### config.mk
export PLATFORM = sky130hd
export DESIGN_NAME = rf_write_arbiter
export DESIGN_NICKNAME = d
export VERILOG_FILES = /design/src/rtl/rf_write_arbiter.sv
export SDC_FILE = /design/constraint.sdc
export NUM_CORES = 1
export LEC_CHECK = 0
export ABC_AREA = 0
export BUFFER_PORTS_ARGS = -buffer_cell sky130_fd_sc_hd__buf_4
export CORE_ASPECT_RATIO = 1.25
export CORE_MARGIN = 2
export CORE_UTILIZATION = 40
export CTS_CLUSTER_DIAMETER = 30
export DETAILED_ROUTE_END_ITERATION = 8
export PLACE_DENSITY = 0.76
export RECOVER_POWER = 25
export SLEW_MARGIN = 10
export SYNTH_ARGS = -nofsm -noshare
export SYNTH_HDL_FRONTEND = slang
export SYNTH_SLANG_ARGS = --single-unit
export TNS_END_PERCENT = 20
### constraint.sdc
create_clock -name clk -period 1.5 [get_ports clk]
set_input_delay 0.075 -clock clk [delete_from_list [all_inputs] [get_ports clk]]
set_output_delay 0.075 -clock clk [all_outputs]
set_load 0.02 [all_outputs]
### src/rtl/rf_write_arbiter.sv
// rf_write_arbiter: shares the register-file write port between the writeback stage
// (wb_*) and the load-return/debug path (mem_*). Writeback has fixed priority. A
// starvation guard hands priority to mem after MAX_WAIT stalled cycles.
// The granted write is registered onto rf_we/rf_rd/rf_wdata one cycle later.
// Writes to x0 are accepted and then dropped.
// Optional feature macro: RFARB_STATS_EN adds the saturating conflict_cnt output.
module rf_write_arbiter #(
    parameter int unsigned MAX_WAIT = 3,
    parameter int unsigned DATA_W   = 32,
    parameter int unsigned ADDR_W   = 5
) (
    input  logic              clk,
    input  logic              reset,
    input  logic              freeze,
    input  logic              wb_valid,
    input  logic [ADDR_W-1:0] wb_rd,
    input  logic [DATA_W-1:0] wb_data,
    output logic              wb_ready,
    input  logic              mem_valid,
    input  logic [ADDR_W-1:0] mem_rd,
    input  logic [DATA_W-1:0] mem_data,
    output logic              mem_ready,
    output logic              rf_we,
    output logic [ADDR_W-1:0] rf_rd,
    output logic [DATA_W-1:0] rf_wdata,
    output logic              mem_pri
`ifdef RFARB_STATS_EN
    ,
    output logic [15:0]       conflict_cnt
`endif
);

    localparam int unsigned CNT_W  = 4;
    localparam int unsigned STAT_W = 16;

    typedef enum logic {
        WB_PRI  = 1'b0,
        MEM_PRI = 1'b1
    } state_t;

    state_t              state_q;
    logic [CNT_W-1:0]    wait_q;
    logic [CNT_W-1:0]    wait_inc;
    logic                mem_stall;
    logic                flip;
    logic                wb_hs;
    logic                mem_hs;
    logic                hs;
    logic [ADDR_W-1:0]   sel_rd;
    logic [DATA_W-1:0]   sel_data;
    logic                rf_we_q;
    logic [ADDR_W-1:0]   rf_rd_q;
    logic [DATA_W-1:0]   rf_wdata_q;

    // Readies are held low during reset so a request seen then stays pending.
    assign wb_ready  = !reset && !freeze && ((state_q == WB_PRI)  || !mem_valid);
    assign mem_ready = !reset && !freeze && ((state_q == MEM_PRI) || !wb_valid);
    assign mem_pri   = (state_q == MEM_PRI);

    assign wb_hs     = wb_valid  && wb_ready;
    assign mem_hs    = mem_valid && mem_ready;
    assign hs        = wb_hs || mem_hs;

    assign mem_stall = mem_valid && !mem_ready && !freeze;
    assign wait_inc  = wait_q + CNT_W'(1);
    assign flip      = (state_q == WB_PRI) && mem_stall && (wait_inc == CNT_W'(MAX_WAIT));

    // Pick the payload of whichever requester handshakes; the readies make them exclusive.
    always_comb begin
        sel_rd   = wb_rd;
        sel_data = wb_data;
        if (mem_hs) begin
            sel_rd   = mem_rd;
            sel_data = mem_data;
        end
    end

    // Priority FSM and starvation wait counter.
    always_ff @(posedge clk) begin
        if (reset) begin
            state_q <= WB_PRI;
            wait_q  <= '0;
        end else begin
            if (mem_hs) begin
                wait_q <= '0;
            end else if (mem_stall) begin
                wait_q <= wait_inc;
            end
            case (state_q)
                WB_PRI:  if (flip)   state_q <= MEM_PRI;
                MEM_PRI: if (mem_hs) state_q <= WB_PRI;
                default:             state_q <= WB_PRI;
            endcase
        end
    end

    // Registered write port; x0 handshakes complete but leave rd/data untouched.
    always_ff @(posedge clk) begin
        if (reset) begin
            rf_we_q    <= 1'b0;
            rf_rd_q    <= '0;
            rf_wdata_q <= '0;
        end else begin
            rf_we_q <= hs && (sel_rd != '0);
            if (hs && (sel_rd != '0)) begin
                rf_rd_q    <= sel_rd;
                rf_wdata_q <= sel_data;
            end
        end
    end

    assign rf_we    = rf_we_q;
    assign rf_rd    = rf_rd_q;
    assign rf_wdata = rf_wdata_q;

`ifdef RFARB_STATS_EN
    logic [STAT_W-1:0] conflict_q;

    // Saturating count of cycles where both requesters are valid, independent of freeze.
    always_ff @(posedge clk) begin
        if (reset) begin
            conflict_q <= '0;
        end else if (wb_valid && mem_valid && (conflict_q != {STAT_W{1'b1}})) begin
            conflict_q <= conflict_q + STAT_W'(1);
        end
    end

    assign conflict_cnt = conflict_q;
`endif

endmodule

# Word-level counts from Yosys, hierarchy flattened
# Cells that the tools add are included.
# totals
reg_bits	43
# classes
add_sub_neg	1
n_mux	5
n_bitwise	1
eq_ne	1
n_reduce_logical	20
# ops
cell	count
32-bit two-way mux	1
1-bit logical AND	10
1-bit logical NOT	5
5-bit two-way mux	1
5-bit nonzero test	1
4-bit by 1-bit adder with 4-bit output (second input constant)	1
4-bit by 2-bit == test with 1-bit output (second input constant)	1
1-bit logical OR	3
1-bit two-way mux	2
1-bit case mux with 2 select lines	1
2-bit OR reduction	1
1-bit NOT	1

# Logic depth before layout (Yosys ltp)
# logic_depth
depth_word	10
depth_mapped	8
mapped_depth_nobuf	5

# Least setup slack after synthesis
# OpenSTA, ideal clock, no wires.
# synth_path
path_type	flip-flop to flip-flop
from	reg state_q, in the netlist mem_pri
to	reg rf_wdata_q[14], in the netlist rf_wdata[14]
arrival_time_ns	1.614
stages_incl_launch_ff	8
setup_time_ns	0.089
synth_period_minus_slack_ns	1.702
path_slack_ns	-0.202
path_cell_list	dfxtp_1 > nand2b_1 > nand3_1 > mux2i_1 > buf_2 > buf_2 > a21oi_1 > a311oi_2
# synth_via
elab_chain_cells	6
elab_cells_between_ends	12
classes_between	mux: 2; bitwise: 1; reduce/logical: 9
# synth_rtl
item	line_no	text
from (decl)	41	state_t state_q;
from (signal assigned)	81	state_q <= WB_PRI;
from (signal assigned)	90	WB_PRI: if (flip) state_q <= MEM_PRI;
from (signal assigned)	91	MEM_PRI: if (mem_hs) state_q <= WB_PRI;
1-bit logical OR or 1-bit NOT (tied branches)	--	
1-bit logical AND or 1-bit logical OR (tied branches)	57, 56	
1-bit logical AND, on equally long branches	61, 56	
5-bit two-way mux or 1-bit logical AND (tied branches)	72, 60	
5-bit nonzero test or 1-bit logical OR (tied branches)	105, 62	
1-bit logical AND	105	if (hs && (sel_rd != '0)) begin
to (signal assigned)	107	rf_wdata_q <= sel_data;
to (decl)	53	logic [DATA_W-1:0] rf_wdata_q;
# Several ways; a longest one is shown, not always the timed one.
# A chain may end at the register's enable or synchronous reset.

# Worst setup path after layout
# layout_path
from	reg state_q, in the netlist mem_pri
to	reg rf_rd_q[0], in the netlist rf_rd[0]
# layout_via
elab_chain_cells	6
elab_cells_between_ends	11
classes_between	mux: 1; bitwise: 1; reduce/logical: 9
# layout_rtl
item	line_no	text
1-bit logical OR or 1-bit NOT (tied branches)	--	
1-bit logical AND or 1-bit logical OR (tied branches)	57, 56	
1-bit logical AND, on equally long branches	61, 56	
5-bit two-way mux or 1-bit logical AND (tied branches)	72, 60	
5-bit nonzero test or 1-bit logical OR (tied branches)	105, 62	
1-bit logical AND	105	
to (signal assigned)	106	rf_rd_q <= sel_rd;
to (decl)	52	logic [ADDR_W-1:0] rf_rd_q;
# Several ways; a longest one is shown, not always the timed one.

==> results.ini <==
[run_status]
status=complete, but fails checks
violations=setup timing

[worst_setup_path]
critPathArrivalTime_ps=1770
crit_path_start_kind=register
crit_path_start=mem_pri
ff2ff_setup_slack_ps=-70
path_max_fanout=6
slowest_stage=dfxtp_4
crit_required_ps=1700
rr_endpoint=rf_rd[0]
ff2ff_path_depth=7
critPathBufInv=2
crit_path_end=rf_rd[0]
path_cells=nand2b_4, nand3_4, mux2i_4, buf_6, clkbuf_16, a21oi_1, a311oi_2
cp-end-kind=register
cp.depth=7
critPathMaxStageDelay_ps=350
path_class=reg2reg
r2r-start=mem_pri
cpLargestDelayFamily=flip-flops

[yosys]
post-synth-top-area-cell=dfxtp_1
async_flop_share_pct=0
syn_area_per_cell_um2=8.739
synth_fp_nets=335
synth_top_area_share_pct=38.78
yosysMostFrequentCell=nand2_1
netlist_top_cells_area=dfxtp_1, a311oi_2, nand2_1
ys.flop_type=dfxtp_1
seq_area_frac_synth_pct=38.78
synth_area_mm2=0.002220
synthDistinctLibCells=30
ys_warn_count=0
ys_top_cells_by_count=nand2_1, dfxtp_1, a21oi_1, a311oi_2, clkbuf_1
synthCells=254
ys_ff_latch=43
synth-edff-count=0

[sta]
clock-skew-final_ps=4.892
slew_headroom_pct=74.79
slew_violations=0
setup_slack_ps=-72.09
fin_setup_tns_ps=-489.4
finalHoldViolCount=0
tightest_slew_ps=378.2
rsz0062_at_grt=yes
period_needed_ps=1572
fin_crit_sh_pct=104.8
max_freq_ghz=0.6361
finalSetupViolations=31

[routing]
met1_length_um=2781
vias_per_cell=5.294
drt_pass1_iterations=4
drt_iter0_drc=73
drc=0
vias=2361
met3_length_um=473
ant_nets=0
wirelength_um=7165
wl_per_cell_um=16.07
routed-wl-met2_um=3836
highest_layer=met4

[cells_and_area]
layout.nets=462
final_cell_area_mm2=0.003547
syn_to_final_growth_pct=59.81
drive_gt1_share_pct=48.43
antenna_cells=0
final_cells=446
nFillCells=493

[die]
start_util_pct=41.06
die_h_um=87.29
ios=120
rows=30
dieArea_mm2=0.006165
fp.coreArea_mm2=0.005405
die_w_um=70.63

[global_routing]
grt_pass1_wl_um=10820
antenna_found_initial=0
overflow=0
grt_max_degree=42
grt_pass1_vias=2360
grtUsageTotal_pct=21.71

[flow_run]
cap_violations=0

[clocking]
cts_hold_buf=0
cts_buffers=5
cts_root_buffer=clkbuf_8
insertion_delay_ps=290
cts.sinks=43
cts_tree=done
cts_buffer_depth=2
ctsHtreeMaxLevel=2
clk_pin_slew_ps=80

[place]
routabilityCongestion=0.7313
hpwl_um=4524
place_area_mm2=0.003239
portBuffers=119
dp_cells=427
place_ws_ps=-242.3

[worst_hold_path]
hp-start=wb_data[10]
hold_path_class=in2reg

[power_and_ir_drop]
leakagePower_uw=0.001517
ir_worst_vdd_v=0.0004865
power-per-cell-area_mw_per_mm2=758.6
total_power_uw=2691

==> metrics by stage <==
| step | hold slack, ps | util [%] |
|---|---|---|
| final | 52.93 | 65.63 |
| after global routing | 55.79 | 65.63 |
| after CTS | 53.94 | 62.62 |
| after detailed placement | 365.9 | 59.93 |
| after global placement | 359.8 | 59.93 |
| after floorplan | 229.1 | - |
==> state kept, by name, summed over array words and instances, names as in the netlist <==
register  count
rf_wdata     32
rf_rd         5
wait_q        4
mem_pri       1
rf_we         1
==> kinds of logic after synthesis <==
group | after synthesis | share of synthesized area [%]
AND/OR/NAND/NOR | 95 | 17.98
multiplexers | 1 | 0.4510
XOR/XNOR | 5 | 1.973
adder cells (fa/ha/maj) | 2 | 1.127
buffers and inverters | 29 | 6.877
flip-flops | 43 | 38.78
AO/OA/AOI/OAI | 79 | 32.81
==> cell usage in the layout (no fill, tap or decap), types with 2 or more instances in the layout <==
master     count
a21oi_1       30
a21oi_2        6
a311oi_1       6
a311oi_2      30
buf_12         5
buf_4        121
buf_6          3
clkbuf_1      13
clkbuf_16      5
clkbuf_8       5
dfxtp_1       42
ha_1           2
inv_1          3
nand2_1       75
nor2_1         4
nor3_1         3
or4_1          2
xor2_1         4
==> worst register-to-register path, stage by stage, from the launching register on <==
cell	delay, ps
dfxtp_4	350
nand2b_4	140
nand3_4	80
mux2i_4	270
buf_6	190
clkbuf_16	160
a21oi_1	80
a311oi_2	210
==> area by class of cell <==
type / count / area, um^2 / share of cell area [%]
multi-input combinational: 182 / 1286 / 36.26
clock inverter: 1 / 5.005 / 0.1411
timing repair buffer: 146 / 1224 / 34.50
clock buffer: 7 / 76.32 / 2.152
tap: 64 / 80.08 / 2.257
inverter: 3 / 11.26 / 0.3175
sequential: 43 / 864.6 / 24.37
==> per-layer routing <==
layer	vias to the layer above	GRT usage, %
li1	1168	-
met1	1093	26.08
met2	94	38.94
met3	6	5.440
met4	0	5.146
met5	-	0
==> worst min-delay path by stage <==
stage / to / cells after the start / slack (ps)
after floorplan: wb_ready / 1 / 230
after global placement: rf_wdata[10] / 3 / 360
after detailed placement: rf_wdata[10] / 3 / 370
after CTS: rf_wdata[6] / 3 / 50
after global routing: rf_wdata[5] / 3 / 60
final: rf_wdata[10] / 3 / 50
==> where the power goes <==
| part | internal [uW] | total [uW] | leakage [uW] | switching (uW) |
|---|---|---|---|---|
| combinational | 368 | 729 | 0.00112 | 360 |
| clock | 327 | 707 | 0.0000422 | 379 |
| sequential | 1210 | 1260 | 0.000354 | 44.6 |
==> what timing repair did <==
action / in CTS / in global routing
endpoints found under the hold margin: 0 / 0
cloned: 1 / 7
setup buffers: 1 / 3
setup endpoints to repair: 36 / 38
pin swaps: 6 / 27
gates resized for setup: 8 / 14
No activity file was read; power rests on OpenSTA's default activity.
